$ cat src/rtl/pulse_gen_pkg.sv
// Shared definitions for the pulse burst generator: FSM state encoding
// and default widths for the pulse count and the half-period timer.
package pulse_gen_pkg;

    localparam int unsigned CNT_W_DEF = 8;
    localparam int unsigned PER_W_DEF = 8;

    typedef enum logic [1:0] {
        ST_IDLE = 2'd0,
        ST_HIGH = 2'd1,
        ST_LOW  = 2'd2,
        ST_DONE = 2'd3
    } pulse_state_t;

endpackage

$ cat src/rtl/pulse_phase_timer.sv
// Loadable down-counter timing one phase (high or low) of a pulse.
// Stops at zero and reports it with a zero flag. Updates on the falling
// edge of clk, like the rest of the generator.
module pulse_phase_timer #(
    parameter int unsigned W = 8
) (
    input  logic         clk,
    input  logic         rst_n,
    input  logic         load,
    input  logic [W-1:0] load_val,
    input  logic         dec,
    output logic         zero
);

    logic [W-1:0] cnt_q;

    // Load has priority over decrement; the count holds once it reaches zero.
    always_ff @(negedge clk or negedge rst_n) begin
        if (!rst_n) begin
            cnt_q <= '0;
        end else if (load) begin
            cnt_q <= load_val;
        end else if (dec && (cnt_q != '0)) begin
            cnt_q <= cnt_q - 1'b1;
        end
    end

    assign zero = (cnt_q == '0);

endmodule

$ cat src/rtl/pulse_burst_gen_8_bit.sv
// Pulse burst generator: on a start edge emits N square pulses of H cycles
// high and H cycles low on pulse_out, then strobes done.
// All registers update on the falling edge of qzt_clk.
// Optional macro PULSE_BURST_REPEAT_EN adds input repeat_en: when high at
// the end of a burst, done still strobes and the burst relaunches at once.
module pulse_burst_gen_8_bit
    import pulse_gen_pkg::*;
#(
    parameter int unsigned CNT_W = CNT_W_DEF,
    parameter int unsigned PER_W = PER_W_DEF
) (
    input  logic             qzt_clk,
    input  logic             rst_n,
    input  logic             start,
    input  logic             abort,
    input  logic [CNT_W-1:0] count,
    input  logic [PER_W-1:0] half_period,
    output logic             pulse_out,
    output logic             busy,
    output logic             done,
    output logic [CNT_W-1:0] sent
`ifdef PULSE_BURST_REPEAT_EN
    // "repeat" is a reserved word, hence the suffix.
    ,
    input  logic             repeat_en
`endif
);

    localparam logic [CNT_W-1:0] CNT_ONE = CNT_W'(1);
    localparam logic [PER_W-1:0] PER_ONE = PER_W'(1);

    pulse_state_t     state_q, state_d;
    logic             start_old_q;
    logic             done_q, done_d;
    logic [CNT_W-1:0] sent_q, sent_d;
    logic [CNT_W-1:0] n_q, n_d;
    logic [PER_W-1:0] h_q, h_d;

    logic             launch;
    logic [PER_W-1:0] h_launch;
    logic             tmr_load;
    logic [PER_W-1:0] tmr_load_val;
    logic             tmr_dec;
    logic             tmr_zero;

    // A half period of zero would give no pulse at all; run it as one cycle.
    assign h_launch = (half_period == '0) ? PER_ONE : half_period;

    // New bursts are accepted only from IDLE or DONE; abort blocks a launch.
    assign launch = !start_old_q && start && !abort
                    && ((state_q == ST_IDLE) || (state_q == ST_DONE));

    pulse_phase_timer #(
        .W (PER_W)
    ) u_phase_timer (
        .clk      (qzt_clk),
        .rst_n    (rst_n),
        .load     (tmr_load),
        .load_val (tmr_load_val),
        .dec      (tmr_dec),
        .zero     (tmr_zero)
    );

    // State, edge-detect history, latched burst settings and output registers.
    always_ff @(negedge qzt_clk or negedge rst_n) begin
        if (!rst_n) begin
            state_q     <= ST_IDLE;
            start_old_q <= 1'b0;
            done_q      <= 1'b0;
            sent_q      <= '0;
            n_q         <= '0;
            h_q         <= '0;
        end else begin
            state_q     <= state_d;
            start_old_q <= start;
            done_q      <= done_d;
            sent_q      <= sent_d;
            n_q         <= n_d;
            h_q         <= h_d;
        end
    end

    // Next-state logic: launch, phase sequencing, completion and abort.
    always_comb begin
        state_d      = state_q;
        done_d       = 1'b0;
        sent_d       = sent_q;
        n_d          = n_q;
        h_d          = h_q;
        tmr_load     = 1'b0;
        tmr_load_val = h_q - PER_ONE;
        tmr_dec      = 1'b0;

        if (abort) begin
            state_d = ST_IDLE;
        end else begin
            case (state_q)
                ST_IDLE, ST_DONE: begin
                    if (launch) begin
                        n_d = count;
                        h_d = h_launch;
                        if (count == '0) begin
                            state_d = ST_DONE;
                            done_d  = 1'b1;
                            sent_d  = '0;
                        end else begin
                            state_d      = ST_HIGH;
                            sent_d       = CNT_ONE;
                            tmr_load     = 1'b1;
                            tmr_load_val = h_launch - PER_ONE;
                        end
                    end else begin
                        state_d = ST_IDLE;
                    end
                end

                ST_HIGH: begin
                    if (tmr_zero) begin
                        state_d  = ST_LOW;
                        tmr_load = 1'b1;
                    end else begin
                        tmr_dec = 1'b1;
                    end
                end

                ST_LOW: begin
                    if (tmr_zero) begin
                        if (sent_q < n_q) begin
                            state_d  = ST_HIGH;
                            sent_d   = sent_q + CNT_ONE;
                            tmr_load = 1'b1;
                        end else begin
                            done_d = 1'b1;
`ifdef PULSE_BURST_REPEAT_EN
                            // Relaunch straight into HIGH so busy never drops.
                            if (repeat_en) begin
                                state_d  = ST_HIGH;
                                sent_d   = CNT_ONE;
                                tmr_load = 1'b1;
                            end else begin
                                state_d = ST_DONE;
                            end
`else
                            state_d = ST_DONE;
`endif
                        end
                    end else begin
                        tmr_dec = 1'b1;
                    end
                end

                default: begin
                    state_d = ST_IDLE;
                end
            endcase
        end
    end

    assign pulse_out = (state_q == ST_HIGH);
    assign busy      = (state_q == ST_HIGH) || (state_q == ST_LOW);
    assign done      = done_q;
    assign sent      = sent_q;

endmodule

$ cat config.mk
export PLATFORM = sky130hd
export DESIGN_NAME = pulse_burst_gen_8_bit
export DESIGN_NICKNAME = d
export VERILOG_FILES = /design/src/rtl/pulse_gen_pkg.sv /design/src/rtl/pulse_phase_timer.sv /design/src/rtl/pulse_burst_gen_8_bit.sv
export SDC_FILE = /design/constraint.sdc
export NUM_CORES = 1
export LEC_CHECK = 0
export CAP_MARGIN = 15
export CORE_MARGIN = 3
export CORE_UTILIZATION = 33
export CTS_CLUSTER_SIZE = 12
export DETAILED_ROUTE_END_ITERATION = 8
export HOLD_SLACK_MARGIN = 0.15
export MAX_ROUTING_LAYER = met4
export SYNTH_ARGS = -nofsm -noshare
export SYNTH_HDL_FRONTEND = slang
export SYNTH_SLANG_ARGS = --single-unit
$ cat constraint.sdc
create_clock -name qzt_clk -period 3.35 [get_ports qzt_clk]
set_clock_uncertainty 0.2 [all_clocks]
set_input_delay 1.005 -clock qzt_clk [delete_from_list [all_inputs] [get_ports qzt_clk]]
set_output_delay 1.005 -clock qzt_clk [all_outputs]
set_load 0.05 [all_outputs]
==> flow_summary.ini <==
[status]
run_status = finished, violations left
failing_checks = negative setup slack

[floorplanning]
die_w_um = 91.0
dieArea_um2 = 8290
num_io_pins = 31
std_cell_rows = 30
fp.dieH_um = 91.0
core_um2 = 6910
initial_core_util_pct = 34.5

[critical_path]
crit_path_max_fanout = 4
critPathKind = primary input to flip-flop
endpoint_arrival_time_on_the_critical_path_ps = 2500
critical_path.startpoint_type = primary input
worst_ep_required_time_ps = 1620
worstSetupEndpointType = flip-flop

[yosys]
avgSynthCellArea_um2 = 8.90
syn_nets = 302
yosysSeqAreaShare_pct = 37.8
synthDistinctLibCells = 50
synth_area_um2 = 2390
count_of_flip_flops_with_a_built_in_enable_after_synthesis = 0
yosysWarningCount = 0
synthCells = 268
synthFlopType = dfrtn_1
synth_async_sr_flop_share_pct = 100
postSynthRegisterBits = 36

[pwr]
leakagePower_nw = 1.79
p_clk_share_pct = 24.3
share_comb_of_total_power_pct = 32.7
switching_share_pct = 34.1
power_density_nw_per_um2 = 360
vdd.ir_drop.worst_mv = 0.190
share_seq_of_total_power_pct = 43.0
net-switching-power_uw = 481
cell_internal_pwr_uw = 930

[detailed_routing]
drt_first_pass_iters = 4
drt_wl_total_um = 7100
drcViolationCount = 0
dr_total_vias = 2351
via_per_inst = 5.12
detail-route-antenna-nets = 0
post_drt_wl_per_cell_um = 15.5
dr.first_iter.drc_count = 122

[clock_network]
cts_hold_repair.buffers = 0
cts_max_path_buffers = 2
cts-buffers-inserted = 5
root_buffer = clkbuf_8
clock_latency_ps = 290
cts_max_level = 2
cts.sinks = 36
clock_pin_slew_on_the_worst_setup_and_hold_paths_ps = 50
clock_tree_from_tritoncts = built

[timing]
timing_hold_violations_final = 0
slew_headroom_pct = 64.7
post-route-worst-setup-slack_ps = -887
tightest_slew_ps = 525
final_max_slew_viol_count = 0
grt_setup_unrepaired = true
setup-violations-final = 46

[global_routing]
grt_overflow = 0
grt_util_all_layers_pct = 17.7
wire_length_of_the_first_global_routing_pass_um = 11600
initial_antenna_violation_count = 0
grt_max_degree = 37
via_count_of_the_first_global_routing_pass = 2314

[placement]
dp_cells = 426
dp.final_hpwl_um = 4580
dpl_worst_slack_ps = -1580
io_buffers = 30
gp_congestion = 0.888
detailed_place.area_um2 = 3250

[layout]
finish.utilization_pct = 56.8
final_net_count = 397
diodes = 0
area_growth_syn_to_layout_pct = 64.5
post_route_cells_drive_above_1_share_pct = 44.6
final_common_cell = buf_4
design_area_um2 = 3930
layout.cells.most_common_list = buf_4, dfrtn_1, nand2_1
layout.cells.non_filler = 459

[flow_run]
timing.max_cap.violations = 0

[worst_hold_path]
min_path_type = flip-flop to flip-flop
-- power by group through the flow --
stage,logic [mW],registers (mW),clock network [mW]
floorplan,0.264,0.594,0
global placement,0.375,0.605,0
detailed placement,0.383,0.610,0
CTS,0.426,0.603,0.347
global route,0.513,0.617,0.371
finish,0.461,0.607,0.343
-- kinds of logic (layout without fill, tap and decap cells) --
logic type / count (synthesis) / count (layout) / share of synthesized area (%)
multiplexers: 13 / 13 / 5.66
buffers and inverters: 26 / 120 / 4.25
AO/OA/AOI/OAI: 55 / 56 / 16.8
flip-flops: 36 / 36 / 37.8
AND/OR/NAND/NOR: 108 / 108 / 22.3
XOR/XNOR: 16 / 16 / 5.87
adder cells (fa/ha/maj): 14 / 14 / 7.34
-- area by class of cell --
class | instances | area [um2]
Sequential cell | 36 | 901
Multi-Input combinational cell | 207 | 1710
Timing Repair Buffer | 97 | 1030
Inverter | 16 | 66.3
Clock buffer | 7 | 96.3
Fill cell | 609 | 2980
Tap cell | 96 | 120
-- timing repair --
item,CTS,global route
pin swaps,28,24
gates cloned,3,0
resized for setup,113,45
setup buffers,19,12
endpoints found under the setup margin,47,46
-- per-stage QoR --
step	total power, mW	setup TNS (ps)	hold slack, ps
after floorplan	0.858	-22870	195
after global placement	0.980	-43850	235
after detailed placement	0.993	-44310	242
after CTS	1.38	-21000	252
after global routing	1.50	-22730	278
final	1.41	-21210	240
-- worst max-delay path: stages --
cell and delay [ps]:
buf_8 90, or4_4 550, o21a_4 260, a311oi_4 260, mux2_4 320
-- synth_stat cells, drive strengths merged, types with 3 or more instances --
library cell | n | area share, %
buf | 3 | 0.63
nand3 | 5 | 1.0
a211oi | 5 | 2.0
a221o | 3 | 1.3
clkbuf | 7 | 1.1
a21oi | 11 | 2.3
a31oi | 5 | 1.3
and3 | 4 | 1.0
o21ai | 13 | 2.7
nor4 | 3 | 1.4
nor3 | 9 | 1.9
nor2 | 22 | 3.5
xnor2 | 7 | 2.6
xor2 | 9 | 3.3
or4 | 4 | 1.6
mux2i | 12 | 5.0
nand2 | 47 | 7.4
ha | 14 | 7.3
dfrtn | 36 | 38
inv | 16 | 2.5
-- metal layers --
| metal | vias to the layer above | part of all wire, % | global-route usage [%] |
|---|---|---|---|
| met5 | - | 0 | - |
| met3 | 8 | 2.6 | 2.49 |
| met2 | 36 | 52 | 29.1 |
| met4 | 0 | 1.1 | 4.27 |
| li1 | 1152 | - | - |
| met1 | 1155 | 45 | 23.0 |
-- sequential cells by signal, indices dropped and copies added, names as in the netlist --
name and count:
n_q 8, start_old_q 1, u_phase_timer.cnt_q 8, sent 8, state_q 2, done 1, h_q 8
-- worst paths after layout --
kind | from | endpoint | slack (ps) | cells after the start
setup / recovery | count[4] | u_phase_timer.cnt_q[1] | -890 | 5
hold / removal | n_q[0] | n_q[0] | 240 | 2
setup reg to reg | sent[1] | u_phase_timer.cnt_q[1] | 730 | 8
hold reg to reg | n_q[0] | n_q[0] | 240 | 2
max in group asynchronous | rst_n | sent[4] | 710 | 2
min in group asynchronous | rst_n | u_phase_timer.cnt_q[5] | 2030 | 2
(Power assumes the default switching activity.)
